==> config.mk <==
export PLATFORM = sky130hd
export DESIGN_NAME = t10_uart_rx
export DESIGN_NICKNAME = d
export VERILOG_FILES = /design/src/rtl/t10_uart_rx.sv
export SDC_FILE = /design/constraint.sdc
export NUM_CORES = 1
export LEC_CHECK = 0
export BUFFER_PORTS_ARGS = -buffer_cell sky130_fd_sc_hd__buf_4
export CAP_MARGIN = 20
export CELL_PAD_IN_SITES_DETAIL_PLACEMENT = 0
export CELL_PAD_IN_SITES_GLOBAL_PLACEMENT = 2
export CORE_UTILIZATION = 30
export CTS_CLUSTER_DIAMETER = 40
export DETAILED_ROUTE_END_ITERATION = 7
export HOLD_SLACK_MARGIN = 0.08
export PLACE_DENSITY = 0.62
export SYNTH_ARGS = -nofsm -noshare
export SYNTH_HDL_FRONTEND = slang
export SYNTH_SLANG_ARGS = --single-unit
==> constraint.sdc <==
create_clock -name clk -period 4.3 [get_ports clk]
set_input_delay 0.43 -clock clk [delete_from_list [all_inputs] [get_ports clk]]
set_output_delay 0.43 -clock clk [all_outputs]
set_load 0.02 [all_outputs]
==> src/rtl/t10_uart_rx.sv <==
// 8N1 UART receiver: two-flop input synchroniser, mid-bit sampling, stop-bit check and a
// held output byte with ready/ack handshake and sticky overrun.
module t10_uart_rx #(
    parameter int unsigned CLKS_PER_BAUD = 1041,
    parameter int unsigned CNT_W         = $clog2(CLKS_PER_BAUD + 1)
) (
    input  logic       clk,
    input  logic       nRst,
    input  logic       rx_serial,
    input  logic       rx_ack,
    output logic [7:0] rx_byte,
    output logic       rx_valid,
    output logic       rx_ready,
    output logic       overrun,
    output logic       framing_err,
    output logic       rx_busy
);

    typedef enum logic [1:0] {StIdle, StStart, StData, StStop} state_e;

    localparam logic [CNT_W-1:0] HalfCnt = CNT_W'(CLKS_PER_BAUD / 2 - 1);
    localparam logic [CNT_W-1:0] FullCnt = CNT_W'(CLKS_PER_BAUD - 1);

    state_e           state_q, state_d;
    logic [CNT_W-1:0] cnt_q, cnt_d;
    logic [2:0]       bit_idx_q, bit_idx_d;
    logic [7:0]       shift_q, shift_d;
    logic             s1_q, s2_q, s_prev_q;
    logic [7:0]       byte_q, byte_d;
    logic             valid_q, valid_d;
    logic             ready_q, ready_d;
    logic             overrun_q, overrun_d;
    logic             ferr_q, ferr_d;

    logic fall;
    logic stop_sample;

    // Only a genuine 1->0 transition starts a frame, so a held-low break never retriggers.
    assign fall        = s_prev_q & ~s2_q;
    assign stop_sample = (state_q == StStop) && (cnt_q == FullCnt);

    always_ff @(posedge clk or negedge nRst) begin
        if (!nRst) begin
            s1_q      <= 1'b1;
            s2_q      <= 1'b1;
            s_prev_q  <= 1'b1;
            state_q   <= StIdle;
            cnt_q     <= '0;
            bit_idx_q <= '0;
            shift_q   <= '0;
            byte_q    <= '0;
            valid_q   <= 1'b0;
            ready_q   <= 1'b0;
            overrun_q <= 1'b0;
            ferr_q    <= 1'b0;
        end else begin
            s1_q      <= rx_serial;
            s2_q      <= s1_q;
            s_prev_q  <= s2_q;
            state_q   <= state_d;
            cnt_q     <= cnt_d;
            bit_idx_q <= bit_idx_d;
            shift_q   <= shift_d;
            byte_q    <= byte_d;
            valid_q   <= valid_d;
            ready_q   <= ready_d;
            overrun_q <= overrun_d;
            ferr_q    <= ferr_d;
        end
    end

    always_comb begin
        state_d   = state_q;
        cnt_d     = cnt_q;
        bit_idx_d = bit_idx_q;
        shift_d   = shift_q;
        unique case (state_q)
            StIdle: begin
                cnt_d = '0;
                if (fall) begin
                    state_d = StStart;
                end
            end
            StStart: begin
                if (cnt_q == HalfCnt) begin
                    cnt_d     = '0;
                    bit_idx_d = '0;
                    state_d   = s2_q ? StIdle : StData;
                end else begin
                    cnt_d = cnt_q + CNT_W'(1);
                end
            end
            StData: begin
                if (cnt_q == FullCnt) begin
                    cnt_d              = '0;
                    shift_d[bit_idx_q] = s2_q;
                    if (bit_idx_q == 3'd7) begin
                        state_d = StStop;
                    end else begin
                        bit_idx_d = bit_idx_q + 3'd1;
                    end
                end else begin
                    cnt_d = cnt_q + CNT_W'(1);
                end
            end
            StStop: begin
                if (cnt_q == FullCnt) begin
                    cnt_d   = '0;
                    state_d = StIdle;
                end else begin
                    cnt_d = cnt_q + CNT_W'(1);
                end
            end
            default: begin
                state_d = StIdle;
            end
        endcase
    end

    always_comb begin
        byte_d    = byte_q;
        valid_d   = 1'b0;
        ferr_d    = 1'b0;
        ready_d   = ready_q;
        overrun_d = overrun_q;
        if (stop_sample && s2_q) begin
            byte_d    = shift_q;
            valid_d   = 1'b1;
            ready_d   = 1'b1;
            // An ack in the same cycle consumed the old byte, so no overrun.
            overrun_d = ~rx_ack & (overrun_q | ready_q);
        end else begin
            if (stop_sample) begin
                ferr_d = 1'b1;
            end
            if (rx_ack) begin
                ready_d   = 1'b0;
                overrun_d = 1'b0;
            end
        end
    end

    assign rx_byte     = byte_q;
    assign rx_valid    = valid_q;
    assign rx_ready    = ready_q;
    assign overrun     = overrun_q;
    assign framing_err = ferr_q;
    assign rx_busy     = (state_q != StIdle);

endmodule

==> metrics <==
outcome=completed; Area Growth Syn to Fin=15.7%; synth unique cells=34; max incr delay on CP=0.78 ns; crit path cell chain=or4_4, or4_1, a21oi_1, nor3_1; Iter 0 DRT Violations=89; later-pin clock latency in the skew report=0.29 ns; H-tree depth=2; vias in the first global route=1180; average wire per standard cell=14.2 µm; global-route wire length before repair=5.95 mm; switching pwr=0.259 mW; Async SR Flop Fraction=100%; largest net degree at the start of global routing=40; Max VDD drop=0.217 mV; drt drc=0; RePlAce Congestion=0.718; Syn Inst Count=153; CTS tree=yes; worst slew pin tran=0.937 ns; Slowest cell on crit path=a21oi_1; area leader, netlist=dfrtp_1; die area=6280 µm²; FF/Latch Area=980 µm²; Cell Pwr Density=401 nW/µm²; area of the multi-input gates=768 µm²; P_int=0.571 mW; Avg Cell Area, Syn=11.7 µm²; fin nets=179; Max FO, Critical Path=11; CP startpoint kind=flop; Worst Hold Class=in -> async; CTS resizes=0; Mapped Area=1790 µm²; n_diodes=0; first-pass detailed-route iteration total=4; Synth Warn #=0; Post-CTS Setup Inserts=0; initial antenna violation count=0; Max Freq=0.372 GHz; # hold bufs at CTS=0; Antenna Nets Post-Route=0; Ports=17; row count=27; post-synthesis sequential area ratio=54.8%; fillcell total=547; total power=0.830 mW; Synth Flop Type=dfrtp_1; Pleak=0.940 nW; Die Span Y=79.2 µm; Die W=79.2 µm; grt ovf=0; CP top delay family=simple AND/OR/NAND/NOR gates; top-area cell type share of the netlist area=50.3%; Critical Path RT=4.43 ns; Seq pwr share=56.4%; Clock Power Share=29.0%; Setup violations, final=0; Gate power share=14.6%; clock buffer count from CTS=5; layout cells sized above 1=28.1%; Reg2Reg Depth=4; Met1 Wirelength=1.69 mm; Clock transition at path regs=0.08 ns; critical path arrival=2.82 ns; uppermost layer routed=met4; final hold violation count=0; met3 wire length=131 µm; Root Buffer=clkbuf_8; number of synthesized register bits=39; worst path bufs/invs=0; Setup TNS Final=0 ns; met2 WL=1.58 mm; CP endpoint kind=flop; maximum buffer depth of the clock tree=2; r2r setup slk=1.61 ns; DRT Wirelength=3.45 mm; Port Buffers=16; Crit Reg-Reg Startpoint=cnt_q[5]; EDFF count, synth=0; maxcap violations=0; Sw Ratio=31.2%; CTS sink count=39; critical path class=reg -> reg; GRT Overall Usage=12.6%; Initial Util=31.7%; r2r endpoint=cnt_q[10]; routed vias=1181; DP HPWL=2.34 mm; skew final=0.00663 ns; vias per cell=4.86; Min Clock Period, post-route=2.69 ns; total core area=5640 µm²; largest cells by area after synthesis=dfrtp_1, mux2_2, dfstp_2, ha_1, xnor2_1; Slew Viols, Final=0; RSZ-0062 raised after global routing=false; syn nets=162; Final period util=62.5%; Slew headroom=37.5%
[sequential cells by signal, summed over array words and instances, names as in the netlist, named ones only]
name and cells:
framing_err 1, rx_ready 1, rx_valid 1, shift_q 8, cnt_q 11, bit_idx_q 3
overrun 1, s1_q 1, s_prev_q 1, state_q 1, s2_q 1, rx_byte 8
[metal layers]
metal | track usage [%] | vias to the layer above
li1 | - | 576
met1 | 17.6 | 579
met2 | 18.3 | 20
met3 | 3.79 | 6
met4 | 4.55 | 0
met5 | 0 | -
[cells in the mapped netlist, types with 5 or more instances]
| library cell | count |
|---|---|
| inv_1 | 5 |
| nand4_1 | 6 |
| mux2_2 | 14 |
| ha_1 | 5 |
| nor4_1 | 5 |
| nor2_1 | 14 |
| dfrtp_1 | 36 |
| xnor2_1 | 7 |
| nand2_1 | 8 |
| nor3_1 | 7 |
| clkbuf_1 | 5 |
| nand3_1 | 6 |
[placed cells by master (no fill, tap or decap), types with 3 or more instances in the layout]
cell / netlist / final
dfrtp_1: 36 / 36
buf_4: 0 / 17
nor2_1: 14 / 14
mux2_2: 14 / 14
nand2_1: 8 / 8
nor3_1: 7 / 7
xnor2_1: 7 / 7
nand4_1: 6 / 6
nand3_1: 6 / 6
inv_1: 5 / 5
ha_1: 5 / 5
clkbuf_8: 0 / 5
nor4_1: 5 / 4
a21oi_1: 3 / 3
mux2i_1: 3 / 3
mux2_1: 3 / 3
dfstp_2: 3 / 3
[worst max-delay path by stage]
| stage | startpoint | endpoint | slack [ns] | cells past startpoint |
|---|---|---|---|---|
| finish | cnt_q[5] | cnt_q[10] | 1.61 | 4 |
| global route | cnt_q[5] | cnt_q[2] | 1.48 | 4 |
| CTS | cnt_q[5] | cnt_q[10] | 1.64 | 4 |
| detailed placement | cnt_q[5] | cnt_q[10] | 1.65 | 4 |
| global placement | cnt_q[5] | cnt_q[4] | 1.72 | 4 |
| floorplan | cnt_q[5] | shift_q[7] | 2.10 | 4 |
[power groups by stage]
stage	clock network, mW	registers, mW	logic, mW
2_1_floorplan	0	0.432	0.122
3_3_place_gp	0	0.469	0.119
3_5_place_dp	0	0.475	0.121
4_1_cts	0.253	0.467	0.123
5_1_grt	0.266	0.475	0.143
6_report	0.241	0.468	0.121
[through the flow]
step	instances	util (%)	hold WS [ns]	area [µm²]	setup WS, ns
after global routing	243	36.7	0.140	2070	1.48
after detailed placement	235	35.2	0.347	1980	1.65
after global placement	235	35.2	0.348	1980	1.72
final	243	36.7	0.105	2070	1.61
after floorplan	153	-	0.134	1790	2.10
after CTS	243	36.7	0.124	2070	1.64
[logic make-up after synthesis]
kind of cell / count (synthesis) / share of synthesized area, %
mux: 20 / 12.4
buf+inv: 12 / 2.66
xor+xnor: 9 / 4.41
flops: 39 / 54.8
fa+ha+maj: 5 / 3.50
simple gates: 61 / 19.8
compound gates: 7 / 2.52
[cell type report]
| class | count | area share (%) |
|---|---|---|
| Timing Repair Buffer | 17 | 6.17 |
| Sequential cell | 39 | 47.3 |
| Multi-Input combinational cell | 102 | 37.1 |
| Inverter | 5 | 0.907 |
| Clock buffer | 6 | 3.51 |
| Tap cell | 72 | 4.35 |
| Clock inverter | 2 | 0.605 |
No activity file was read; power rests on OpenSTA's default activity.
